--- config.mk ---
export PLATFORM = sky130hd
export DESIGN_NAME = bit_run_encoder_flat
export DESIGN_NICKNAME = d
export VERILOG_FILES = /design/src/rtl/bre_pkg.sv /design/src/rtl/bit_run_encoder_if.sv /design/src/rtl/bre_fifo.sv /design/src/rtl/bit_run_encoder.sv /design/src/flat_wrapper.sv
export SDC_FILE = /design/constraint.sdc
export NUM_CORES = 1
export LEC_CHECK = 0
export ABC_AREA = 1
export BUFFER_PORTS_ARGS = -buffer_cell sky130_fd_sc_hd__clkbuf_2
export CORE_MARGIN = 2
export CORE_UTILIZATION = 62
export DETAILED_ROUTE_END_ITERATION = 10
export PLACE_DENSITY = 0.9
export SYNTH_ARGS = -nofsm -noshare
export SYNTH_HDL_FRONTEND = slang
export SYNTH_SLANG_ARGS = --single-unit
--- constraint.sdc ---
create_clock -name clk -period 3.3 [get_ports clk]
set_input_delay 0.495 -clock clk [delete_from_list [all_inputs] [get_ports clk]]
set_output_delay 0.495 -clock clk [all_outputs]
set_load 0.02 [all_outputs]
--- src/rtl/bre_pkg.sv ---
// Shared types for the bit run encoder.
// Row geometry, run record layout and FSM states.
package bre_pkg;

  localparam int ROW_WIDTH  = 1280;
  localparam int IDX_W      = 11;
  localparam int LEN_W      = 11;
  localparam int FIFO_DEPTH = 16;

  typedef struct packed {
    logic             value;
    logic [IDX_W-1:0] start;
    logic [LEN_W-1:0] length;
    logic             last;
  } run_rec_t;

  typedef enum logic {
    IDLE = 1'b0,
    RUN  = 1'b1
  } bre_state_e;

endpackage

--- src/rtl/bit_run_encoder_if.sv ---
// Run-record output bus with valid/ready handshake.
// master = record producer, slave = consumer.
interface bit_run_encoder_if;
  import bre_pkg::*;

  logic             run_value;
  logic [IDX_W-1:0] run_start;
  logic [LEN_W-1:0] run_length;
  logic             run_last;
  logic             run_valid;
  logic             run_ready;

  modport master (
    output run_value, run_start, run_length,
    output run_last, run_valid,
    input  run_ready
  );

  modport slave (
    input  run_value, run_start, run_length,
    input  run_last, run_valid,
    output run_ready
  );

endinterface

--- src/rtl/bre_fifo.sv ---
// First-word fall-through FIFO of run records.
// Head data reads as zero while empty.
module bre_fifo
  import bre_pkg::*;
#(
  parameter int DEPTH = FIFO_DEPTH
) (
  input  logic     clk,
  input  logic     reset,
  input  logic     wr_en_i,
  input  run_rec_t wr_data_i,
  input  logic     rd_en_i,
  output run_rec_t rd_data_o,
  output logic     full_o,
  output logic     empty_o
);

  localparam int AW = $clog2(DEPTH);

  run_rec_t        mem_q [DEPTH];
  logic [AW:0]     wr_ptr_q;
  logic [AW:0]     rd_ptr_q;
  logic            do_wr;
  logic            do_rd;

  assign empty_o = (wr_ptr_q == rd_ptr_q);
  assign full_o  = (wr_ptr_q[AW] != rd_ptr_q[AW]) &&
                   (wr_ptr_q[AW-1:0] == rd_ptr_q[AW-1:0]);
  assign do_rd   = rd_en_i && !empty_o;
  assign do_wr   = wr_en_i && (!full_o || do_rd);

  assign rd_data_o = empty_o ? '0 : mem_q[rd_ptr_q[AW-1:0]];

  // Pointer update; extra MSB separates full from empty.
  always_ff @(posedge clk or posedge reset) begin
    if (reset) begin
      wr_ptr_q <= '0;
      rd_ptr_q <= '0;
    end else begin
      if (do_wr) wr_ptr_q <= wr_ptr_q + 1'b1;
      if (do_rd) rd_ptr_q <= rd_ptr_q + 1'b1;
    end
  end

  // Storage array; contents are don't-care until written.
  always_ff @(posedge clk) begin
    if (do_wr) mem_q[wr_ptr_q[AW-1:0]] <= wr_data_i;
  end

endmodule

--- src/rtl/bit_run_encoder.sv ---
// Run-length encoder for the serial row bit stream.
// Optional: BRE_ONES_ONLY_EN suppresses non-final zero runs.
module bit_run_encoder
  import bre_pkg::*;
(
  input  logic             clk,
  input  logic             reset,
  input  logic             bit_in,
  input  logic [IDX_W-1:0] bit_index,
  input  logic             bit_valid,
  bit_run_encoder_if.master run_if,
  output logic             overflow,
  output logic             sync_err
);

  bre_state_e       state_q, state_d;
  logic             val_q, val_d;
  logic [IDX_W-1:0] start_q, start_d;
  logic [LEN_W-1:0] len_q, len_d;
  logic             pend_vld_q, pend_vld_d;
  run_rec_t         pend_q, pend_d;
  logic             ovf_q, ovf_d;
  logic             sync_q, sync_d;

  run_rec_t rec_a, rec_b, n1, n2, wr_rec, head;
  logic     a_vld, b_vld, a_keep, b_keep;
  logic     n1_vld, n2_vld, sync_set;
  logic     wr_en, drop, fifo_drop;
  logic     full, empty, pop;
  logic     row_end, is_zero, same, mid;

  assign row_end = (bit_index == IDX_W'(ROW_WIDTH - 1));
  assign is_zero = (bit_index == '0);
  assign same    = (bit_in == val_q);
  assign mid     = !is_zero && !row_end;

  // Run tracking: decide which records close on this bit.
  always_comb begin
    state_d  = state_q;
    val_d    = val_q;
    start_d  = start_q;
    len_d    = len_q;
    rec_a    = '0;
    rec_b    = '0;
    a_vld    = 1'b0;
    b_vld    = 1'b0;
    sync_set = 1'b0;
    if (bit_valid) begin
      unique case (state_q)
        IDLE: begin
          if (row_end) begin
            rec_a = '{bit_in, bit_index, LEN_W'(1), 1'b1};
            a_vld = 1'b1;
          end else begin
            val_d   = bit_in;
            start_d = bit_index;
            len_d   = LEN_W'(1);
            state_d = RUN;
          end
        end
        RUN: begin
          unique case (1'b1)
            is_zero: begin
              rec_a    = '{val_q, start_q, len_q, 1'b1};
              a_vld    = 1'b1;
              sync_set = 1'b1;
              val_d    = bit_in;
              start_d  = bit_index;
              len_d    = LEN_W'(1);
            end
            row_end && same: begin
              rec_a   = '{val_q, start_q,
                          len_q + LEN_W'(1), 1'b1};
              a_vld   = 1'b1;
              state_d = IDLE;
            end
            row_end && !same: begin
              rec_a   = '{val_q, start_q, len_q, 1'b0};
              a_vld   = 1'b1;
              rec_b   = '{bit_in, bit_index,
                          LEN_W'(1), 1'b1};
              b_vld   = 1'b1;
              state_d = IDLE;
            end
            mid && same: begin
              len_d = len_q + LEN_W'(1);
            end
            mid && !same: begin
              rec_a   = '{val_q, start_q, len_q, 1'b0};
              a_vld   = 1'b1;
              val_d   = bit_in;
              start_d = bit_index;
              len_d   = LEN_W'(1);
            end
          endcase
        end
        default: state_d = IDLE;
      endcase
    end
  end

`ifdef BRE_ONES_ONLY_EN
  assign a_keep = a_vld && (rec_a.value || rec_a.last);
  assign b_keep = b_vld && (rec_b.value || rec_b.last);
`else
  assign a_keep = a_vld;
  assign b_keep = b_vld;
`endif

  assign n1     = a_keep ? rec_a : rec_b;
  assign n1_vld = a_keep || b_keep;
  assign n2     = rec_b;
  assign n2_vld = a_keep && b_keep;

  // Write arbitration: pending first, spill one, drop the rest.
  always_comb begin
    wr_en      = 1'b0;
    wr_rec     = '0;
    pend_vld_d = 1'b0;
    pend_d     = pend_q;
    drop       = 1'b0;
    if (pend_vld_q) begin
      wr_en      = 1'b1;
      wr_rec     = pend_q;
      pend_vld_d = n1_vld;
      pend_d     = n1;
      drop       = n2_vld;
    end else begin
      wr_en      = n1_vld;
      wr_rec     = n1;
      pend_vld_d = n2_vld;
      pend_d     = n2;
    end
  end

  assign pop       = run_if.run_ready;
  assign fifo_drop = wr_en && full && !(pop && !empty);
  assign ovf_d     = ovf_q | drop | fifo_drop;
  assign sync_d    = sync_q | sync_set;

  // State, open run, pending slot and sticky flags.
  always_ff @(posedge clk or posedge reset) begin
    if (reset) begin
      state_q    <= IDLE;
      val_q      <= 1'b0;
      start_q    <= '0;
      len_q      <= '0;
      pend_vld_q <= 1'b0;
      pend_q     <= '0;
      ovf_q      <= 1'b0;
      sync_q     <= 1'b0;
    end else begin
      state_q    <= state_d;
      val_q      <= val_d;
      start_q    <= start_d;
      len_q      <= len_d;
      pend_vld_q <= pend_vld_d;
      pend_q     <= pend_d;
      ovf_q      <= ovf_d;
      sync_q     <= sync_d;
    end
  end

  bre_fifo #(
    .DEPTH (FIFO_DEPTH)
  ) u_fifo (
    .clk       (clk),
    .reset     (reset),
    .wr_en_i   (wr_en),
    .wr_data_i (wr_rec),
    .rd_en_i   (pop),
    .rd_data_o (head),
    .full_o    (full),
    .empty_o   (empty)
  );

  assign run_if.run_value  = head.value;
  assign run_if.run_start  = head.start;
  assign run_if.run_length = head.length;
  assign run_if.run_last   = head.last;
  assign run_if.run_valid  = !empty;
  assign overflow          = ovf_q;
  assign sync_err          = sync_q;

endmodule

--- src/flat_wrapper.sv ---
// flat-port wrapper written by rule: the top's interface ports become plain ports
module bit_run_encoder_flat import bre_pkg::*;
  (clk, reset, bit_in, bit_index, bit_valid, overflow, sync_err, run_if_run_value, run_if_run_start, run_if_run_length, run_if_run_last, run_if_run_valid, run_if_run_ready);
  bit_run_encoder_if run_if_i ();
  input  logic clk;
  input  logic reset;
  input  logic bit_in;
  input  logic [IDX_W-1:0] bit_index;
  input  logic bit_valid;
  output logic overflow;
  output logic sync_err;
  output wire logic [$bits(run_if_i.run_value)-1:0] run_if_run_value;
  output wire logic [$bits(run_if_i.run_start)-1:0] run_if_run_start;
  output wire logic [$bits(run_if_i.run_length)-1:0] run_if_run_length;
  output wire logic [$bits(run_if_i.run_last)-1:0] run_if_run_last;
  output wire logic [$bits(run_if_i.run_valid)-1:0] run_if_run_valid;
  input wire logic [$bits(run_if_i.run_ready)-1:0] run_if_run_ready;
  assign run_if_run_value = run_if_i.run_value;
  assign run_if_run_start = run_if_i.run_start;
  assign run_if_run_length = run_if_i.run_length;
  assign run_if_run_last = run_if_i.run_last;
  assign run_if_run_valid = run_if_i.run_valid;
  assign run_if_i.run_ready = run_if_run_ready;
  bit_run_encoder u_core (.clk(clk), .reset(reset), .bit_in(bit_in), .bit_index(bit_index), .bit_valid(bit_valid), .run_if(run_if_i), .overflow(overflow), .sync_err(sync_err));
endmodule
==> key figures <==
Logic synthesis
  – Register bit total from synthesis: 445
  – Seq/Total Area, Yosys: 0.704
  – Asr flop ratio synth: 0.137
  – Post-synthesis instance total: 1602
  – EDFF count, synth: 384
  – Primary FF master, synth: edfxtp_1
  – Cell Area, Synth: 18500 um^2
  – Syn. warnings: 0
  – Unique masters post-synth: 36
  – Post-synthesis area per instance: 11.6 um^2
  – Syn nets: 1624

Clocking
  – CTS tree: done
  – Worst skew pair latency: 0.55 ns
  – CTS max path bufs: 3
  – CTS clk-pin slew, worst paths: 0.06 ns
  – Number of buffers created by CTS: 43
  – H-tree Lvls: 2
  – Clock root cell: clkbuf_16
  – Clock Sinks: 445

Layout
  – Finished layout cell area: 20800 um^2
  – Final instance count without filler cells: 2071
  – P&R area growth vs syn: 12.2%
  – Layout cell share with drive strength beyond 1: 0.117
  – Antenna cell count: 0
  – Final net count: 1672

Power and ir drop
  – Combinational power share: 0.343
  – P_leak: 7.70 nW
  – Sequential power share: 0.378
  – VDD IR-drop max: 532 uV
  – Psw: 0.00660 W
  – Sw frac: 0.371
  – Clock group share of total power: 0.278
  – Pwr Density: 854 nW/um^2
  – Final total power: 0.0178 W
  – Int Power: 0.0112 W

Placed design
  – GPL Wtd Cong: 0.890
  – Post-DP Area: 19300 um^2
  – IO Port Bufs: 42
  – DP Wirelength: 26700 um
  – Place WS: 0.574 ns
  – Placed Instances: 1992

Worst setup path
  – Critical path's top delay family: compound AO/OA/AOI/OAI gates
  – CP required: 2.80 ns
  – Slowest cell on the critical path: dfrtp_4
  – CP endpoint kind: primary output
  – Crit Path Max Fanout: 48
  – Crit-path max cell delay: 0.60 ns
  – Crit-path cells: inv_1 -> buf_12 -> o21ai_0 -> o22ai_1 -> o211ai_1 -> a21oi_1 -> clkbuf_2
  – Critical path arrival: 2.72 ns
  – Startpoint types: flop
  – CP Buf/Inv Count: 3
  – CP Class: reg -> out

Global route
  – Antenna violations before repair: 0
  – Global-route wire length before repair: 73200 um
  – GRT Util Overall: 0.311
  – GRT overflow: 0
  – Vias in the first global route: 13200
  – Largest net degree at the start of global routing: 101

Floorplan
  – Die Span X: 177 um
  – DIE HEIGHT: 177 um
  – Die ar.: 31300 um^2
  – Row count: 63
  – Area of the core: 29600 um^2
  – Initial Util: 0.627
  – I/O pin count: 43

Outcome
  – Status: completed

Timing
  – Final slew viol count: 0
  – Fin crit share: 0.974
  – Setup TNS Final: 0 ns
  – Fin. Hold Viols: 0
  – RSZ-0062 raised after global routing: no
  – Slew @ Worst Pin: 0.672 ns
  – Worst Skew: 0.0175 ns
  – Max transition margin: 0.551
  – Setup-failing EPs final: 0
  – Fmax: 311 MHz
  – Crit path setup slack, layout: 0.0868 ns
  – Post-layout minimum cycle time: 3.21 ns

Run
  – Max-cap violation count: 0

Drt
  – First DRT Iteration DRCs: 2296
  – Total number of vias: 13500
  – Drt wl/cell: 23.3 um
  – Number of routed nets with antenna violations: 0
  – Routed WL: 48400 um
  – Vias per cell: 6.51
  – First-pass DRT Iterations: 6
  – DRC Markers: 0

Hold path
  – Min-delay worst type: in -> reg
==> synthesized netlist by cell type, types with 2 or more instances <==
cell type / instances / area (um^2)
a21oi_1: 8 / 40.0
a22o_1: 6 / 52.6
a31oi_1: 18 / 113
buf_1: 4 / 15.0
buf_2: 22 / 110
buf_4: 6 / 45.0
buf_6: 9 / 101
clkbuf_1: 57 / 214
dfrtp_1: 61 / 1530
edfxtp_1: 384 / 11500
ha_1: 6 / 75.1
inv_1: 44 / 165
inv_2: 3 / 11.3
nand2_1: 226 / 848
nand2_2: 2 / 12.5
nand2_4: 3 / 33.8
nand3_1: 77 / 385
nand3_2: 2 / 20.0
nand4_1: 4 / 25.0
nor2_1: 298 / 1120
nor2_2: 3 / 18.8
nor2_4: 2 / 22.5
nor3_1: 5 / 25.0
o211ai_1: 48 / 360
o21ai_0: 223 / 1120
o21ai_1: 13 / 65.1
o22ai_1: 43 / 269
xnor2_1: 3 / 26.3
xor2_1: 15 / 131
==> per-layer routing <==
metal,global-route usage,routed length (um)
met2,0.511,24000
met1,0.400,16700
met3,0.0573,5570
met5,0,0
met4,0.159,2080
==> sequential cells by signal, summed over array words and instances, names as in the netlist <==
signal and cells:
u_core.state_q 1, u_core.pend_vld_q 1, u_core.u_fifo.wr_ptr_q 5, u_core.start_q 11
u_core.overflow 1, u_core.u_fifo.mem_q 384, u_core.u_fifo.rd_ptr_q 5, u_core.sync_err 1
u_core.val_q 1, u_core.pend_q 24, u_core.len_q 11
==> worst min-delay path: cells and delay by family <==
family | cells | cell delay [ns]
buffers and inverters | 2 | 0.16
AO/OA/AOI/OAI | 1 | 0.08
==> power groups by stage <==
stage	sequential [W]	clock (W)	combinational [W]
CTS	0.00673	0.00495	0.00586
floorplan	0.00669	0	0.00403
global placement	0.00681	0	0.00546
global route	0.00675	0.00516	0.00653
finish	0.00673	0.00495	0.00610
detailed placement	0.00683	0	0.00572
==> metrics by stage <==
stage,utilization,hold slack (ns)
after floorplan,-,0.453
after global placement,0.654,0.439
after detailed placement,0.654,0.443
after CTS,0.702,0.239
after global routing,0.704,0.269
final,0.704,0.237
==> cell usage in the layout (no fill, tap or decap), types with 2 or more instances in the layout <==
cell,synthesis,final
nand2_4,3,3
nand2_1,226,226
inv_1,44,43
buf_12,0,8
bufinv_16,0,5
o21ai_1,13,13
buf_4,6,46
nand3_1,77,77
nor3_1,5,5
o211ai_1,48,48
a21oi_1,8,7
o22ai_1,43,43
a31oi_1,18,18
inv_2,3,3
nand2_2,2,2
a22o_1,6,6
clkinv_2,1,6
edfxtp_1,384,384
clkbuf_1,57,9
dfrtp_1,61,59
o21ai_0,223,223
ha_1,6,6
clkinv_1,1,10
dfrtp_4,0,2
clkbuf_2,0,42
nand4_1,4,4
nor2_1,298,281
xnor2_1,3,3
nor2_4,2,2
nand3_2,2,2
clkbuf_16,0,46
xor2_1,15,15
nor2_2,3,20
==> repair_timing <==
action,in CTS,in global routing
endpoints found under the setup margin,1,4
resized for setup,1,4
gates cloned,0,1
hold endpoints to repair,12,0
hold buffers,1,0
setup buffers,0,1
==> layout make-up <==
| cell class | count | area, um^2 |
|---|---|---|
| Multi-Input combinational cell | 1010 | 4860 |
| Timing Repair Buffer | 101 | 805 |
| Tap cell | 390 | 488 |
| Clock inverter | 21 | 234 |
| Sequential cell | 445 | 13100 |
| Clock buffer | 55 | 1170 |
| Inverter | 49 | 188 |
| Fill cell | 1749 | 8750 |
==> cells by family (layout without fill, tap and decap cells) <==
| kind of cell | Yosys count | after routing | share of synthesized area |
|---|---|---|---|
| AO/OA/AOI/OAI | 360 | 360 | 0.109 |
| XOR/XNOR | 20 | 20 | 0.0103 |
| adder cells (fa/ha/maj) | 6 | 6 | 0.00405 |
| buffers and inverters | 147 | 226 | 0.0362 |
| flip-flops | 445 | 445 | 0.704 |
| AND/OR/NAND/NOR | 624 | 624 | 0.136 |
==> worst paths after layout <==
kind | start | end | slack (ns) | cells past startpoint
min in group asynchronous | reset | u_core.len_q[1] | 0.44 | 3
worst min register to register | u_core.overflow | u_core.overflow | 0.50 | 2
worst min-delay path | bit_index[8] | u_core.start_q[8] | 0.24 | 3
worst max register to register | u_core.state_q | u_core.u_fifo.mem_q[4][14] | 0.74 | 7
worst max-delay path | u_core.u_fifo.rd_ptr_q[1] | run_if_run_value | 0.09 | 7
max in group asynchronous | reset | u_core.pend_q[3] | 2.16 | 4
(Power assumes the default switching activity.)
